==> src/rtl/voice_allocator.sv <==
// voice_allocator
// Four-voice note allocator that sits in front of a four-channel mixer.
// Each request is handled in three steps: IDLE accepts it, SCAN records
// which voices match the frequency, which are free and which is oldest,
// and COMMIT updates the voice bank.
//
// Ports
//   clk        rising-edge clock
//   reset      asynchronous, active-high reset
//   req_valid  a note request is present
//   req_ready  a request can be accepted this cycle (IDLE and not all_off)
//   req_on     1 = note-on, 0 = note-off
//   req_freq   frequency code of the request
//   all_off    silence every voice and abort any request in flight
//   freq1..4   per-channel frequency code to the mixer (0 = free/muted)
//   active     bit n-1 is set while freqn is nonzero
//   steal      one-cycle pulse when a sounding voice is reassigned
//   drop       one-cycle pulse when a note-on is rejected (code 0 or 1)
module voice_allocator #(
    parameter int FREQ_W = 12,
    parameter int AGE_W  = 8
) (
    input  logic              clk,
    input  logic              reset,
    input  logic              req_valid,
    output logic              req_ready,
    input  logic              req_on,
    input  logic [FREQ_W-1:0] req_freq,
    input  logic              all_off,
    output logic [FREQ_W-1:0] freq1,
    output logic [FREQ_W-1:0] freq2,
    output logic [FREQ_W-1:0] freq3,
    output logic [FREQ_W-1:0] freq4,
    output logic [3:0]        active,
    output logic              steal,
    output logic              drop
);

    localparam logic [1:0]       S_IDLE   = 2'd0;
    localparam logic [1:0]       S_SCAN   = 2'd1;
    localparam logic [1:0]       S_COMMIT = 2'd2;
    localparam logic [AGE_W-1:0] AGE_MAX  = '1;

    logic [1:0]        r_state;
    logic [1:0]        w_state_next;
    logic              w_ready;
    logic              w_accept;
    logic              w_scan;
    logic              w_commit;

    logic              r_req_on;
    logic [FREQ_W-1:0] r_req_freq;
    logic [FREQ_W-1:0] r_freq [4];
    logic [AGE_W-1:0]  r_age  [4];
    logic [3:0]        r_match;
    logic [3:0]        r_free;
    logic [1:0]        r_oldest;
    logic              r_steal;
    logic              r_drop;

    logic [3:0]        w_match;
    logic [3:0]        w_free;
    logic [1:0]        w_oldest;
    logic [1:0]        w_free_idx;
    logic [1:0]        w_match_idx;
    logic [1:0]        w_target;
    logic              w_reserved;
    logic              w_on_ok;
    logic              w_off_ok;
    logic [FREQ_W-1:0] w_freq_next [4];
    logic [AGE_W-1:0]  w_age_next  [4];

    // ---------------- FSM: state register ----------------
    always_ff @(posedge clk or posedge reset) begin
        if (reset) begin
            r_state <= S_IDLE;
        end else if (all_off) begin
            r_state <= S_IDLE;
        end else begin
            r_state <= w_state_next;
        end
    end

    // ---------------- FSM: next state ----------------
    always_comb begin
        w_state_next = r_state;
        case (r_state)
            S_IDLE:   if (w_accept) w_state_next = S_SCAN;
            S_SCAN:   w_state_next = S_COMMIT;
            S_COMMIT: w_state_next = S_IDLE;
            default:  w_state_next = S_IDLE;
        endcase
    end

    // ---------------- FSM: outputs ----------------
    // reset is folded in so ready stays low for as long as reset is held.
    always_comb begin
        w_ready  = (r_state == S_IDLE) && !all_off && !reset;
        w_scan   = (r_state == S_SCAN);
        w_commit = (r_state == S_COMMIT);
    end

    assign req_ready = w_ready;
    assign w_accept  = req_valid && w_ready;

    // ---------------- per-voice flags and outputs ----------------
    generate
        for (genvar gi = 0; gi < 4; gi++) begin : g_voice
            assign w_match[gi] = (r_freq[gi] == r_req_freq);
            assign w_free[gi]  = (r_freq[gi] == '0);
            assign active[gi]  = (r_freq[gi] != '0);

            assign w_freq_next[gi] =
                (w_on_ok && (w_target == 2'(gi))) ? r_req_freq :
                (w_off_ok && r_match[gi])         ? '0         :
                                                    r_freq[gi];

            // Every committed note-on ages the other sounding voices.
            assign w_age_next[gi] =
                (w_on_ok && (w_target == 2'(gi)))   ? '0 :
                (w_on_ok && (r_freq[gi] != '0) && (r_age[gi] != AGE_MAX))
                                                    ? r_age[gi] + AGE_W'(1) :
                (w_off_ok && r_match[gi])           ? '0 :
                                                      r_age[gi];
        end
    endgenerate

    assign freq1 = r_freq[0];
    assign freq2 = r_freq[1];
    assign freq3 = r_freq[2];
    assign freq4 = r_freq[3];
    assign steal = r_steal;
    assign drop  = r_drop;

    // Oldest voice: strict '>' keeps the lowest index on ties.
    always_comb begin
        w_oldest = 2'd0;
        for (int i = 1; i < 4; i++) begin
            if (r_age[i] > r_age[w_oldest]) w_oldest = 2'(i);
        end
    end

    // Lowest-index free voice and the (unique) matching voice.
    always_comb begin
        w_free_idx  = 2'd0;
        w_match_idx = 2'd0;
        for (int i = 3; i >= 0; i--) begin
            if (r_free[i])  w_free_idx  = 2'(i);
            if (r_match[i]) w_match_idx = 2'(i);
        end
    end

    // Retrigger wins over a free voice, which wins over stealing.
    always_comb begin
        w_reserved = (r_req_freq <= FREQ_W'(1));
        w_on_ok    = w_commit && r_req_on && !w_reserved;
        w_off_ok   = w_commit && !r_req_on && (r_req_freq != '0);
        if (|r_match)     w_target = w_match_idx;
        else if (|r_free) w_target = w_free_idx;
        else              w_target = r_oldest;
    end

    // ---------------- datapath registers ----------------
    always_ff @(posedge clk or posedge reset) begin
        if (reset) begin
            r_req_on   <= 1'b0;
            r_req_freq <= '0;
            r_match    <= '0;
            r_free     <= '0;
            r_oldest   <= 2'd0;
            r_steal    <= 1'b0;
            r_drop     <= 1'b0;
            for (int i = 0; i < 4; i++) begin
                r_freq[i] <= '0;
                r_age[i]  <= '0;
            end
        end else if (all_off) begin
            r_steal <= 1'b0;
            r_drop  <= 1'b0;
            for (int i = 0; i < 4; i++) begin
                r_freq[i] <= '0;
                r_age[i]  <= '0;
            end
        end else begin
            if (w_accept) begin
                r_req_on   <= req_on;
                r_req_freq <= req_freq;
            end
            if (w_scan) begin
                r_match  <= w_match;
                r_free   <= w_free;
                r_oldest <= w_oldest;
            end
            r_steal <= w_on_ok && !(|r_match) && !(|r_free);
            r_drop  <= w_commit && r_req_on && w_reserved;
            for (int i = 0; i < 4; i++) begin
                r_freq[i] <= w_freq_next[i];
                r_age[i]  <= w_age_next[i];
            end
        end
    end

endmodule

==> config.mk <==
export PLATFORM = sky130hd
export DESIGN_NAME = voice_allocator
export DESIGN_NICKNAME = d
export VERILOG_FILES = /design/src/rtl/voice_allocator.sv
export SDC_FILE = /design/constraint.sdc
export NUM_CORES = 1
export LEC_CHECK = 0
export CAP_MARGIN = 40
export CORE_ASPECT_RATIO = 1.2
export CORE_MARGIN = 1.5
export CORE_UTILIZATION = 51
export CTS_BUF_LIST = sky130_fd_sc_hd__clkbuf_16
export CTS_CLUSTER_SIZE = 25
export DETAILED_ROUTE_END_ITERATION = 10
export PLACE_DENSITY = 0.85
export SKIP_LAST_GASP = 1
export SYNTH_ARGS = -nofsm -noshare
export SYNTH_HDL_FRONTEND = slang
export SYNTH_SLANG_ARGS = --single-unit
==> constraint.sdc <==
create_clock -name clk -period 4.25 [get_ports clk]
set_input_delay 1.0625 -clock clk [delete_from_list [all_inputs] [get_ports clk]]
set_output_delay 1.0625 -clock clk [all_outputs]
set_load 0.03 [all_outputs]
==> flow_metrics.py <==
metrics = {
    "layout": {
        "seq_area_um2": 2678,
        "area_of_the_multi_input_gates_um2": 3476,
        "n_antenna_cell": 0,
        "fin_nets": 788,
        "final_layout_size_suffix_gt1_frac": 0.1513,
        "fill_cells": 925,
        "area_growth_pct": 25.11,
    },
    "synthesis": {
        "yosys_register_bits": 107,
        "synth_nets": 695,
        "synth-edff-count": 0,
        "gate_count_post_synth": 650,
        "post_synthesis_instance_area_um2": 6238,
        "yosysUniqueCellTypes": 57,
        "portion_of_the_post_synthesis_area_used_by_sequential_elements": 0.4292,
        "asyncSetResetFlopFracSynth": 1.000,
        "ys_dominant_reg_cell": "sky130_fd_sc_hd__dfrtp_1",
        "syn-mean-instance-area_um2": 9.598,
        "yosys_warning_total": 0,
    },
    "worst_setup_path": {
        "reg2reg_to": "r_oldest[0]",
        "source_of_the_worst_register_to_register_timing_path": "r_age[25]",
        "criticalPathCategory": "reg2reg",
        "regToRegSetupSlack_ns": -0.12,
        "r2r.worst_path.cells": 22,
        "worst_path_largest_cell_delay_ns": 0.39,
        "worstPathCellList": "inv_2, ha_4, nor2b_4, o211ai_1, a21oi_1, o22ai_1, buf_4, mux2i_2, ha_1, and3_4, a221o_1, a21oi_2, or2_4, nor2_1, a21o_1, ha_1, nor2b_1, o21ai_2, a21boi_4, o31ai_4, o211ai_1, o21a_1",
        "critical_path_peak_fanout": 6,
        "crit_path_start_kind": "flop",
        "cpLargestDelayFamily": "compound AO/OA/AOI/OAI gates",
        "timing.critical_path.slowest_stage_cell": "sky130_fd_sc_hd__dfrtp_1",
        "cp_required_ns": 4.49,
        "critPathCaptureType": "flop",
        "worst-endpoint-arrival_ns": 4.61,
        "path_buf_inv": 2,
    },
    "clock_tree": {
        "tritoncts_num_sinks": 107,
        "clock_insertion_delay_worst_skew_ns": 0.35,
        "number_of_buffers_inserted_during_clock_tree_synthesis": 9,
        "clock-root-buffer": "sky130_fd_sc_hd__clkbuf_16",
        "htreeDepth": 3,
        "clk_pin_slew_worst_paths_ns": 0.07,
        "cts_hold_buffers": 0,
        "ctsLongestPathBuffers": 2,
        "tritoncts": "built",
    },
    "grt": {
        "globalRouteOverflowTotal": 0,
        "grt_pass1_vias": 5950,
        "grt.total_usage": 0.2986,
        "antenna_violations_before_repair": 0,
        "grt_first_pass_wirelength_um": 30260,
        "grt_start_max_net_pins": 46,
    },
    "timing": {
        "unrepaired_setup_endpoints_after_global_routing": "true",
        "fin_crit_ns": 4.374,
        "timing.fmax_mhz": 228.6,
        "maxSlewViolCount": 0,
        "max_slew.worst_pin.slew_ns": 0.7188,
        "finalWorstSetupSlack_ns": -0.1240,
        "hold_viol": 0,
        "finalSetupViolCount": 2,
        "max-slew-margin-rel": 0.5196,
        "timing.final.crit_share": 1.029,
        "totalNegativeSetupSlack_ns": -0.2402,
        "finClkSkew_ns": 0.009552,
    },
    "placement": {
        "portBuffers": 71,
        "place_hpwl_um": 12980,
        "gp_congestion": 0.9275,
    },
    "worst_hold_path": {
        "min-delay-start": "r_oldest[0]",
        "holdCritPathClass": "reg2reg",
        "end_point_of_the_worst_hold_path": "r_oldest[0]",
        "holdPathStages": 1,
    },
    "power_and_ir_drop": {
        "static-leakage-power_uw": 0.003490,
        "power.switching_fraction": 0.3114,
        "power.density_nw_per_um2": 332.3,
        "power.switching_uw": 807.9,
        "p_total_uw": 2594,
        "power.share.sequential": 0.466,
        "pwr-share-clk": 0.348,
        "share_comb_of_total_power": 0.186,
        "ir_worst_vdd_mv": 0.2268,
        "intPower_uw": 1786,
    },
    "flow_run": {
        "max-cap-violations": 0,
    },
    "drt": {
        "residual_drc_count": 0,
        "first_pass_iters": 6,
        "viasPerCell": 6.341,
        "drt-initial-drc-count": 542,
        "routed_wire_length_per_instance_um": 20.93,
        "totalWireLength_um": 19010,
        "route.vias.total": 5758,
        "ant_nets": 0,
    },
    "floorplanning": {
        "dieHeight_um": 124.2,
        "initial_utilization": 0.5198,
        "full_die_area_um2": 12910,
        "fp.dieW_um": 104.0,
        "placementRows": 44,
        "core_area_um2": 12000,
        "num_io_pins": 72,
    },
    "status": {
        "run_status": "finished, violations left",
        "violations": "negative setup slack",
    },
}
## cells in the final DEF, fill, tap and decap left out, types with 14 or more instances in the layout
| cell | n |
|---|---|
| sky130_fd_sc_hd__ha_1 | 24 |
| sky130_fd_sc_hd__inv_1 | 20 |
| sky130_fd_sc_hd__mux2_2 | 17 |
| sky130_fd_sc_hd__nand2_1 | 37 |
| sky130_fd_sc_hd__nand4_1 | 14 |
| sky130_fd_sc_hd__o21ai_0 | 61 |
| sky130_fd_sc_hd__clkdlybuf4s50_1 | 71 |
| sky130_fd_sc_hd__xnor2_1 | 16 |
| sky130_fd_sc_hd__dfrtp_1 | 107 |
| sky130_fd_sc_hd__nor2_1 | 25 |
| sky130_fd_sc_hd__a21oi_1 | 15 |
| sky130_fd_sc_hd__xor2_1 | 37 |
| sky130_fd_sc_hd__a21o_1 | 14 |
| sky130_fd_sc_hd__nand3_1 | 69 |
| sky130_fd_sc_hd__buf_4 | 44 |
| sky130_fd_sc_hd__nor4_1 | 22 |
## cell families (layout without fill, tap and decap cells)
kind of cell / Yosys count / count (layout) / share of synthesized area
XOR/XNOR: 53 / 53 / 0.07441
multiplexers: 32 / 32 / 0.05475
AO/OA/AOI/OAI: 147 / 147 / 0.1564
flip-flops: 107 / 107 / 0.4292
AND/OR/NAND/NOR: 226 / 227 / 0.1897
buffers and inverters: 57 / 153 / 0.03931
adder cells (fa/ha/maj): 28 / 28 / 0.05616
## layer usage
layer / GRT usage / wire [µm]
met4: 0.2248 / 1440
met3: 0.05128 / 1342
met2: 0.5294 / 9311
met1: 0.3239 / 6912
met5: 0 / 0
## power groups by stage
stage                     registers (µW)  clock network [µW]  logic, µW
after floorplan                     1130                   0        381
final                               1210                 903        483
after global routing                1210                 942        519
after CTS                           1200                 901        471
after detailed placement            1210                   0        458
after global placement              1210                   0        436
## worst register-to-register path: cells and delay by family (launching register included)
| family | cells | cell delay [ns] |
|---|---|---|
| buffers and inverters | 2 | 0.28 |
| and+or+nand+nor | 5 | 0.72 |
| DFF | 1 | 0.39 |
| adders and majority gates | 3 | 0.79 |
| muxes | 1 | 0.27 |
| AOI/OAI and AO/OA | 11 | 1.83 |
## cell type report
cell class,instances,share of cell area
multi-input cells,487,0.4453
well taps,161,0.02581
flip-flops and latches,107,0.3431
clock inverters,6,0.01122
repair buffers,116,0.1348
clock buffers,9,0.02886
inverters,22,0.01090
## Yosys cell counts (all sizes together), types with 2 or more instances
cell,n,share of area
and2,4,0.0040
mux2i,15,0.024
nand2,37,0.022
o22ai,4,0.0040
a22o,10,0.014
or3,4,0.0040
xor2,37,0.052
mux2,17,0.031
a21oi,17,0.014
nand3,69,0.055
clkbuf,18,0.011
nor2b,4,0.0040
a211o,4,0.0056
o221ai,3,0.0042
a31oi,2,0.0020
inv,22,0.013
ha,28,0.056
dfrtp,107,0.43
a31o,2,0.0028
a211oi,2,0.0044
o21a,6,0.0074
xnor2,16,0.022
o211ai,6,0.0094
buf,17,0.015
nor3,8,0.0064
nor2,27,0.016
nor4,24,0.026
nand2b,13,0.013
and3,11,0.011
or2,4,0.0040
nand4,14,0.014
a221o,2,0.0032
a21o,14,0.017
o21ai,64,0.051
nor3b,4,0.0048
## through the flow
step | instance area (µm²) | utilization | instances | hold slack [ns] | setup WS [ns]
2_1_floorplan | 6245 | - | 650 | 0.4651 | 0.01241
6_report | 7805 | 0.6503 | 908 | 0.5037 | -0.1240
4_1_cts | 7761 | 0.6467 | 907 | 0.5041 | -0.03388
5_1_grt | 7805 | 0.6503 | 908 | 0.5244 | -0.2806
3_5_place_dp | 7253 | 0.6044 | 882 | 0.4818 | -0.3677
3_3_place_gp | 7231 | 0.6025 | 879 | 0.4891 | 0.0005014
## sequential cells by signal, indices dropped and copies added, names as in the netlist
signal / count
drop: 1
freq1: 12
freq2: 12
freq3: 12
freq4: 12
r_age: 32
r_free: 4
r_match: 4
r_oldest: 2
r_req_freq: 12
r_req_on: 1
r_state: 2
steal: 1
## how the worst max path moves through the flow
stage               from           to  slack (ns)  depth (start not counted)
2_1_floorplan  r_age[17]  r_oldest[0]        0.01                         22
6_report       r_age[25]  r_oldest[0]       -0.12                         22
3_3_place_gp   r_age[17]  r_oldest[0]      0.0005                         21
5_1_grt        r_age[25]  r_oldest[0]       -0.28                         22
4_1_cts        r_age[25]  r_oldest[0]       -0.03                         22
3_5_place_dp   r_age[17]  r_oldest[0]       -0.37                         21
## timing repair
item | in CTS | in global routing
pin swaps | 16 | 9
setup buffers | 9 | 1
resized for setup | 23 | 7
endpoints found under the setup margin | 2 | 2
gates cloned | 1 | 0
hold endpoints to repair | 0 | 0
Note: power is estimated with default switching activity, not from simulation.
